==> src/rtl/pipe_hazard_ctrl.sv <==
// Hazard and sequencing controller for the five-stage integer/FP pipeline.
// Generates PC / IF-ID / ID-EX stall and flush controls plus a stall-cycle counter.
module pipe_hazard_ctrl #(
  parameter int MC_LAT = 4,
  parameter int CNT_W  = 16
) (
  input  logic             clk,
  input  logic             rst_n,
  input  logic             hold,
  input  logic [4:0]       id_rs,
  input  logic [4:0]       id_rt,
  input  logic             id_use_rs,
  input  logic             id_use_rt,
  input  logic             id_float,
  input  logic             ex_valid,
  input  logic             ex_load,
  input  logic             ex_rwrite,
  input  logic             ex_float,
  input  logic             ex_dw,
  input  logic [4:0]       ex_dst,
  input  logic             ex_multi,
  input  logic             br_taken,
  input  logic             clr_cnt,
  output logic             pc_stall,
  output logic             ifid_stall,
  output logic             idex_stall,
  output logic             ifid_flush,
  output logic             idex_flush,
  output logic             busy,
  output logic [CNT_W-1:0] stall_count
);

  typedef enum logic {
    RUN,
    MC_BUSY
  } stateT;

  localparam logic [3:0] MC_LOAD = 4'(MC_LAT - 1);

  stateT      state, nextState;
  logic [3:0] mcCnt, nextMcCnt;
  logic       pcStallRaw, ifidStallRaw, idexStallRaw;
  logic       ifidFlushRaw, idexFlushRaw;
  logic       rsMatch, rtMatch, hazMatch, luHaz;

  // A double-word FP write covers the even/odd pair, so bit 0 is ignored
  function automatic logic srcMatch(input logic [4:0] r, input logic [4:0] dst,
                                    input logic dw, input logic isFloat);
    logic hit;
    hit = dw ? (r[4:1] == dst[4:1]) : (r == dst);
    return hit && !(!isFloat && (r == 5'd0));
  endfunction

  always_comb begin
    rsMatch  = id_use_rs && srcMatch(id_rs, ex_dst, ex_dw, ex_float);
    rtMatch  = id_use_rt && srcMatch(id_rt, ex_dst, ex_dw, ex_float);
    hazMatch = ex_valid && ex_rwrite && (ex_float == id_float) && (rsMatch || rtMatch);
    luHaz    = hazMatch && ex_load;
  end

  // Priority: hold, multi-cycle occupancy, multi-cycle start, branch squash, load-use
  always_comb begin
    nextState    = state;
    nextMcCnt    = mcCnt;
    pcStallRaw   = 1'b0;
    ifidStallRaw = 1'b0;
    idexStallRaw = 1'b0;
    ifidFlushRaw = 1'b0;
    idexFlushRaw = 1'b0;
    if (hold) begin
      pcStallRaw   = 1'b1;
      ifidStallRaw = 1'b1;
      idexStallRaw = 1'b1;
    end else if (state == MC_BUSY) begin
      pcStallRaw   = (mcCnt > 4'd1);
      ifidStallRaw = (mcCnt > 4'd1);
      idexStallRaw = (mcCnt > 4'd1);
      if (mcCnt <= 4'd1) begin
        nextState = RUN;
        nextMcCnt = 4'd0;
      end else begin
        nextMcCnt = mcCnt - 4'd1;
      end
    end else if (ex_valid && ex_multi) begin
      pcStallRaw   = 1'b1;
      ifidStallRaw = 1'b1;
      idexStallRaw = 1'b1;
      nextMcCnt    = MC_LOAD;
      nextState    = MC_BUSY;
    end else if (br_taken) begin
      ifidFlushRaw = 1'b1;
      idexFlushRaw = 1'b1;
    end else if (luHaz) begin
      pcStallRaw   = 1'b1;
      ifidStallRaw = 1'b1;
      idexFlushRaw = 1'b1;
    end
  end

  always_ff @(posedge clk or negedge rst_n) begin
    if (!rst_n) begin
      state <= RUN;
      mcCnt <= 4'd0;
    end else begin
      state <= nextState;
      mcCnt <= nextMcCnt;
    end
  end

  // Hold cycles are not counted, but a clear always takes effect
  always_ff @(posedge clk or negedge rst_n) begin
    if (!rst_n) begin
      stall_count <= '0;
    end else if (clr_cnt) begin
      stall_count <= '0;
    end else if (pcStallRaw && !hold && (stall_count != '1)) begin
      stall_count <= stall_count + 1'b1;
    end
  end

  assign pc_stall   = rst_n && pcStallRaw;
  assign ifid_stall = rst_n && ifidStallRaw;
  assign idex_stall = rst_n && idexStallRaw;
  assign ifid_flush = rst_n && ifidFlushRaw;
  assign idex_flush = rst_n && idexFlushRaw;
  assign busy       = rst_n && (state == MC_BUSY);

endmodule

==> config.mk <==
export PLATFORM = sky130hd
export DESIGN_NAME = pipe_hazard_ctrl
export DESIGN_NICKNAME = d
export VERILOG_FILES = /design/src/rtl/pipe_hazard_ctrl.sv
export SDC_FILE = /design/constraint.sdc
export NUM_CORES = 1
export LEC_CHECK = 0
export ABC_AREA = 1
export BUFFER_PORTS_ARGS = -buffer_cell sky130_fd_sc_hd__buf_2
export CAP_MARGIN = 20
export CORE_MARGIN = 2
export CORE_UTILIZATION = 52
export DETAILED_ROUTE_END_ITERATION = 10
export PLACE_DENSITY = 0.82
export SLEW_MARGIN = 15
export SYNTH_ARGS = -nofsm -noshare
export SYNTH_HDL_FRONTEND = slang
export SYNTH_SLANG_ARGS = --single-unit
==> constraint.sdc <==
create_clock -name clk -period 2.4 [get_ports clk]
set_input_delay 0.6 -clock clk [delete_from_list [all_inputs] [get_ports clk]]
set_output_delay 0.6 -clock clk [all_outputs]
set_load 0.05 [all_outputs]
; ---- Yosys cells after proc, flatten, opt, wreduce, memory -nomap -nowiden
; Index checks and enable logic that the tools add are counted.
[totals]
regBits = 21
word_cells = 67
output_inout_bits = 22
[classes]
reduce_logical = 28
bitwise = 1
magnitude_cmp = 2
addsub = 2
eq_ne = 6
muxes = 25
[ops]
columns = op, n
row1 = 2-to-1 mux 16 bit, 2
row2 = 2-to-1 mux 1 bit, 20
row3 = logical AND 1 bit, 18
row4 = "adder 16 x 1 -> 16 bit, second input constant", 1
row5 = "!= test 16 bit, second input constant", 1
row6 = 2-to-1 mux 4 bit, 3
row7 = equality test 5 bit, 2
row8 = zero test 5 bit, 2
row9 = equality test 4 bit, 2
row10 = "> comparator 4 x 1 -> 1 bit, second input constant", 1
row11 = "less-or-equal comparator 4 x 1 -> 1 bit, second input constant", 1
row12 = zero test 1 bit, 4
row13 = nonzero test 2 bit, 2
row14 = "subtractor 4 x 1 -> 4 bit, second input constant", 1
row15 = AND reduction 2 bit, 1
row16 = equality test 1 bit, 1
row17 = logical OR 1 bit, 1
row18 = NOT 1 bit, 1

; ---- Logic depth before layout (Yosys ltp)
; Gate-level depths: netlist (run 1).
[depth]
ltp_word = 17
mapped_depth = 14

; ---- Least setup slack after synthesis (run 1)
; OpenSTA, ideal clock, no wires.
[synth_path]
path_kind = input-to-output
startpoint = input id_rs[3]
endpoint = output pc_stall
path_stages = 9
arrival_ps = 2286
path_buffers = 1
t_required_ps = 1800
setup_slack_ps = -486
path_cell_list = inv_1 -> a21boi_0 -> nand2_1 -> nor2_1 -> nand3_1 -> nand2_1 -> nand3_1 -> a21oi_1 -> buf_4
[synth_via]
elab_chain_cells = 14
elab_cells_between_ends = 17
[synth_lines]
columns = element, line
row1 = from (decl), 10  ; input logic [4:0] id_rs,
row2 = zero test 5 bit, 51  ; return hit && !(!isFloat && (r == 5'd0));
row3 = logical AND 1 bit, 51
row4 = zero test 1 bit, 51
row5 = logical AND 1 bit (*), 51
row6 = logical AND 1 bit (*), 55  ; rsMatch = id_use_rs && srcMatch(id_rs, ex_dst, ex_dw, ex_float);
row7 = logical OR 1 bit (*), 57  ; hazMatch = ex_valid && ex_rwrite && (ex_float == id_float) && (rsMatch || rtMatch);
row8 = logical AND 1 bit (*), 57
row9 = logical AND 1 bit (*), 58  ; luHaz = hazMatch && ex_load;
row10 = 2-to-1 mux 1 bit (*) (5 in series), --
row11 = logical AND 1 bit (*), --
row12 = to (decl), 24  ; output logic pc_stall,
; Every way passes the cells marked *; elsewhere a longest branch is shown, timed or not.

; ---- Worst setup path in the final report (run 1)
[layout_path]
startpoint = register mcCnt[1]
endpoint = output idex_stall
[layout_via]
elab_chain_cells = 4
[layout_lines]
columns = element, line
row1 = from (decl), 41  ; logic [3:0] mcCnt, nextMcCnt;
row2 = from (signal assigned), 106  ; mcCnt <= nextMcCnt;
row3 = > comparator 4 x 1 -> 1 bit, 77  ; idexStallRaw = (mcCnt > 4'd1);
row4 = 2-to-1 mux 1 bit, 74  ; end else if (state == MC_BUSY) begin
row5 = 2-to-1 mux 1 bit, 70  ; if (hold) begin
row6 = logical AND 1 bit, 123  ; assign idex_stall = rst_n && idexStallRaw;
row7 = to (decl), 26  ; output logic idex_stall,
; Every way passes these cells.

==> results of run 1 <==
==> cell type report <==
class | count | share of cell area (%)
Tap cell | 44 | 2.53
Clock inverter | 1 | 0.230
Timing Repair Buffer | 62 | 16.5
Inverter | 48 | 8.29
Clock buffer | 3 | 1.04
Multi-Input combinational cell | 186 | 47.3
Sequential cell | 21 | 24.2
==> state kept, by name, indices dropped and copies added, names as in the netlist <==
| signal | cells |
|---|---|
| mcCnt | 4 |
| stall_count | 16 |
| state | 1 |
==> worst register-to-register path, delay by kind of cell, from the launching register on <==
kind / cells / cell delay [ns]
adders and majority gates: 1 / 0.22
buffers and inverters: 5 / 0.56
DFF: 1 / 0.39
and+or+nand+nor: 8 / 0.80
==> per-stage QoR <==
stage	TNS (ns)	hold slack [ns]	util (%)	cells
after floorplan	-0.00991	0.304	-	262
after global placement	0	0.546	65.6	354
after detailed placement	0	0.545	65.6	354
after CTS	0	0.230	68.5	362
after global routing	-0.213	0.242	70.1	365
final	-0.0331	0.227	70.1	365
==> where the power goes <==
part | leakage, uW | internal (uW) | switching, uW
registers | 0.000282 | 399 | 49.9
logic | 0.000990 | 259 | 461
clock network | 0.0000177 | 62.6 | 113
total | 0.00129 | 721 | 625
==> cell families after synthesis <==
logic type      after synthesis
flops                        21
fa+ha+maj                     3
simple gates                152
xor+xnor                     14
buf+inv                      55
compound gates               17
==> layer usage <==
metal / up-vias / share of wire (%) / GRT usage [%]
met3: 7 / 6.6 / 2.52
met5: - / 0 / 0
met1: 822 / 43 / 28.7
met2: 70 / 49 / 42.0
met4: 0 / 1.2 / 7.29
li1: 953 / - / -
==> cell usage in the layout, fill, tap and decap left out, types with 2 or more instances in the layout <==
| master | count |
|---|---|
| inv_2 | 2 |
| inv_1 | 46 |
| nand3_1 | 26 |
| nor2_4 | 2 |
| nor3_1 | 5 |
| buf_6 | 2 |
| buf_4 | 13 |
| clkbuf_4 | 4 |
| nand4_1 | 18 |
| nand2_2 | 4 |
| buf_2 | 46 |
| a21oi_1 | 5 |
| nor3_2 | 2 |
| xor2_1 | 14 |
| nor2_1 | 26 |
| dfrtp_1 | 21 |
| o21ai_0 | 6 |
| nand2_1 | 65 |
| a21oi_4 | 2 |
==> worst min path at each step <==
stage                               startpoint                          end  slack [ns]  cells past startpoint
floorplan                                rst_n         mcCnt[0]$_DFFE_PN0P_        0.30                      0
global route                             rst_n   stall_count[8]$_DFFE_PN0P_        0.24                      2
finish                                   rst_n  stall_count[11]$_DFFE_PN0P_        0.23                      2
CTS                                      rst_n   stall_count[8]$_DFFE_PN0P_        0.23                      2
global placement          mcCnt[0]$_DFFE_PN0P_         mcCnt[0]$_DFFE_PN0P_        0.55                      2
detailed placement  stall_count[4]$_DFFE_PN0P_   stall_count[4]$_DFFE_PN0P_        0.54                      2
==> repair_timing <==
item / in CTS / in global routing
setup buffers: 4 / 3
endpoints found under the setup margin: 3 / 4
gates resized for setup: 11 / 7
pin swaps: 6 / 4
cloned: 0 / 0
==> flow_summary.toml, run 1 <==
[outcome]
status = "finished, violations left"
violations = "setup timing"

[grt]
grt_usage_pct = 23.2
grt_pass1_wl_um = 6630
grt-ovfl-total = 0
antenna_found_initial = 0
grt_pass1_vias = 1632
grt_max_degree = 33

[synthesis]
synth_edf_count = 0
synthSimpleGateAreaFrac_pct = 41.0
yosysMostFrequentCell = "nand2_1"
synth.avg_cell_area_um2 = 6.56
synthFlopType = "dfrtp_1"
ys_seq_area_share_pct = 30.6
synth_top_cell_area_share_pct = 30.6
syn_area_um2 = 1720
synth_top_family_by_area = "simple AND/OR/NAND/NOR gates"
synthArstFlopShare_pct = 100
synth_fa_ha_area_share_pct = 2.18
ys_top_cells_by_count = "nand2_1 (66), inv_1 (48), nand3_1 (27), nor2_1 (27), dfrtp_1 (21)"
synth_seq_cells = 21
yosys_warnings = 0
ys_types = 24
synthMuxAreaShare_pct = 0
synth_compound_area_share_pct = 6.19
synth_nets = 294
synthXorXnorAreaFrac_pct = 7.13
yosysTopAreaCell = "dfrtp_1"
synthCells = 262
synthTopCellsByArea = "dfrtp_1 (31%), nand2_1 (14%), inv_1 (10%)"

[cells_and_area]
area_delta_synth_final_pct = 26.5
fillers = 290
drive_gt1_share_pct = 26.5
multi_input_area_um2 = 1030
register_area_um2 = 526
n_antenna_cell = 0
final_cell_area_um2 = 2170
fin_nets = 354

[floorplanning]
rows = 20
core-area_um2 = 3100
die_w_um = 61.5
start_util_pct = 55.4
ios = 51
die_h_um = 61.5
die-area_um2 = 3780

[min_path]
hp-class = "in2async"

[worst_setup_path]
critPathTopFamily = "simple AND/OR/NAND/NOR gates"
r2r-start = "mcCnt[1]$_DFFE_PN0P_"
cp.depth = 8
worst-path-max-fanout = 4
reg2reg_depth = 14
startpoint_type = "flop"
crit_path_cell_trace = "inv_2 -> ha_2 -> nor2_4 -> nor3_2 -> nand2_2 -> a21oi_4 -> nor2_1 -> buf_4"
cp.arrival_ns = 1.82
slowest_delay_ns = 0.39
cpMaxStageDelayCell = "dfrtp_1"
worstSetupStartpoint = "mcCnt[1]$_DFFE_PN0P_"
worst-path-buf-inv = 2
reg2reg_to = "stall_count[8]$_DFFE_PN0P_"
end_kind = "output port"
cp-endpoint = "idex_stall"
critPathRequiredTime_ns = 1.80
critPathKind = "reg2out"
r2r_setup_slack_ns = 0.34

[sta]
drv_slew = 0
max_slew_margin_pct = 63.3
rsz0062_at_grt = "true"
post-route-period-util_pct = 101
worst_slew_pin_slew_ns = 0.551
skew_ns = 0.00107
fin_crit_ns = 2.42
hold_violations = 0
max_freq_mhz = 413
setup_viol = 3
setup_ws_ns = -0.0234

[placed_design]
place_area_um2 = 2040
dp_hpwl_um = 3040
dp_worst_setup_slack_ns = 0.0101
port_buffers = 50
globalplace.congestion = 0.941

[clock_network]
numCtsBuffers = 3
htreeDepth = 1
root_buffer = "clkbuf_4"
clockBufferDepth = 2
path_clk_slew_ns = 0.12
tritoncts = "built"
clkLatencyLatePin_ns = 0.32
clock-sinks = 21
hold_buffers = 0

[pwr]
powerDensity_nw_per_um2 = 619
power.total_uw = 1350
leakagePower_uw = 0.00129
peakVddDrop_mv = 0.439

[detailed_routing]
antenna_left = 0
drtPass1Iterations = 4
wirelength_um = 4200
vias = 1852
drc = 0
vias_per_cell = 5.07
drt_iter0_markers = 164
drt-wirelength-per-cell_um = 11.5

[job]
max_cap_viol_count = 0
Note: power is estimated with default switching activity, not from simulation.
==> run 2: changes to the inputs <==
==> constraint.sdc (replaced) <==
create_clock -name clk -period 2.3 [get_ports clk]
set_input_delay 0.575 -clock clk [delete_from_list [all_inputs] [get_ports clk]]
set_output_delay 0.575 -clock clk [all_outputs]
set_load 0.05 [all_outputs]
==> run 2 against run 1 <==
  * The flow still finishes with violations (setup timing)
  * Non-clock buffer count increased by 7
  * Combinational power increased by 38%
  * Routed wire length increased by 10%
  * Sequential share of layout area decreased by 1.7 points
  * Worst setup slack got worse by 0.035 ns
  * Power increased by 23%
  * Register-to-register slack got worse by 0.32 ns
  * Sequential cell count unchanged
  * Largest cell class unchanged
  * Highest routed layer unchanged
==> flow_summary.toml, run 2 (same netlist as run 1, synthesis figures left out) <==
[outcome]
status = "finished, violations left"
violations = "setup timing"

[placed_design]
globalplace.congestion = 0.934
dp_hpwl_um = 3090
dp_worst_setup_slack_ns = 0.00489
port_buffers = 50

[worst_setup_path]
critPathTopFamily = "flip-flops"
cp.depth = 10
reg2reg_depth = 17
worst-path-max-fanout = 3
r2r_setup_slack_ns = 0.02
cp.arrival_ns = 1.78
worstSetupStartpoint = "mcCnt[0]$_DFFE_PN0P_"
reg2reg_to = "stall_count[9]$_DFFE_PN0P_"
slowest_delay_ns = 0.43
cp-endpoint = "ifid_stall"
r2r-start = "mcCnt[0]$_DFFE_PN0P_"
critPathKind = "reg2out"
critPathRequiredTime_ns = 1.73
crit_path_cell_trace = "inv_2 -> ha_4 -> nor2_4 -> nor3_2 -> nand2_2 -> nand2_1 -> inv_1 -> nand3_2 -> a21oi_4 -> buf_6"
startpoint_type = "flop"
worst-path-buf-inv = 3
end_kind = "output port"
cpMaxStageDelayCell = "dfrtp_1"

[floorplanning]
die_h_um = 61.5
start_util_pct = 55.4
die-area_um2 = 3780
rows = 20
core-area_um2 = 3100
die_w_um = 61.5
ios = 51

[sta]
fin_crit_ns = 2.36
setup_viol = 3
max_freq_mhz = 424
drv_slew = 0
skew_ns = 0.00682
worst_slew_pin_slew_ns = 0.726
max_slew_margin_pct = 51.6
setup_ws_ns = -0.0585
holdWs_ns = 0.215
hold_violations = 0
rsz0062_at_grt = "true"
post-route-period-util_pct = 103
setup_tns_ns = -0.153

[clock_network]
clockBufferDepth = 2
root_buffer = "clkbuf_4"
htreeDepth = 1
numCtsBuffers = 3
path_clk_slew_ns = 0.12
clock-sinks = 21
tritoncts = "built"
hold_buffers = 0
clkLatencyLatePin_ns = 0.32

[detailed_routing]
drc = 0
wirelength_um = 4620
drt_iter0_markers = 86
vias_per_cell = 5.14
wl_met2_um = 2330
met1Wirelength_um = 1980
drtPass1Iterations = 4
top_layer_used = "met4"
drt-wirelength-per-cell_um = 12.4
wl_met3_um = 223
vias = 1918
antenna_left = 0

[grt]
grt_pass1_wl_um = 7060
grt_pass1_vias = 1754
grt_usage_pct = 24.7
grt-ovfl-total = 0
antenna_found_initial = 0
grt_max_degree = 33

[cells_and_area]
mostFrequentLayoutCells = "nand2_1 (65), inv_1 (46), buf_2 (46)"
fillers = 270
n_antenna_cell = 0
largest_reg_flops = 16
reg_top3 = "stall_count: 16 flops, mcCnt: 4 flops, state: 1 flops"
postLayoutCoreUtil_pct = 75.5
fin_nets = 362
area_delta_synth_final_pct = 36.2
final_common_cell = "nand2_1"
top_register = "stall_count"
drive_gt1_share_pct = 30.1

[pwr]
peakVddDrop_mv = 0.376
power.total_uw = 1650
powerDensity_nw_per_um2 = 706
leakagePower_uw = 0.00134

[min_path]
hp-class = "in2async"

[job]
max_cap_viol_count = 0
[run 2: layout make-up]
class / instances / area [um^2] / share of cell area (%)
tap: 44 / 55.1 / 2.35
multi-input combinational: 187 / 1110 / 47.4
timing repair buffer: 69 / 443 / 18.9
inverter: 48 / 180 / 7.69
sequential: 21 / 526 / 22.4
clock inverter: 1 / 5.00 / 0.214
clock buffer: 3 / 22.5 / 0.962
[run 2: metal layers]
layer / GRT usage [%] / vias to the layer above
met5: 0 / -
met4: 8.81 / 0
met3: 2.94 / 9
met2: 43.6 / 61
met1: 30.9 / 879
li1: - / 969
[run 2: what timing repair did]
| action | CTS | global route |
|---|---|---|
| pin swaps | 5 | 17 |
| resized for setup | 15 | 18 |
| gates cloned | 0 | 2 |
| setup endpoints to repair | 3 | 20 |
| setup buffers | 8 | 4 |
[run 2: per-stage QoR]
stage                     cells  cell area, um^2
after global routing        373             2340
after global placement      355             2040
after CTS                   367             2180
after detailed placement    355             2040
after floorplan             262             1730
final                       373             2340
[run 2: report_power, final]
group / leakage, uW / total (uW) / internal, uW / switching, uW
Clock: 0.0000177 / 187 / 65.2 / 122
Combinational: 0.00104 / 998 / 414 / 584
Sequential: 0.000282 / 469 / 417 / 52.7
Total: 0.00134 / 1650 / 896 / 758
[run 2: how the worst min path moves through the flow]
stage                                           from                          end
after CTS                                      rst_n  stall_count[11]$_DFFE_PN0P_
after detailed placement  stall_count[1]$_DFFE_PN0P_   stall_count[1]$_DFFE_PN0P_
final                                          rst_n  stall_count[11]$_DFFE_PN0P_
after global placement    stall_count[3]$_DFFE_PN0P_   stall_count[3]$_DFFE_PN0P_
after global routing                           rst_n         mcCnt[1]$_DFFE_PN0P_
after floorplan                                rst_n         mcCnt[0]$_DFFE_PN0P_
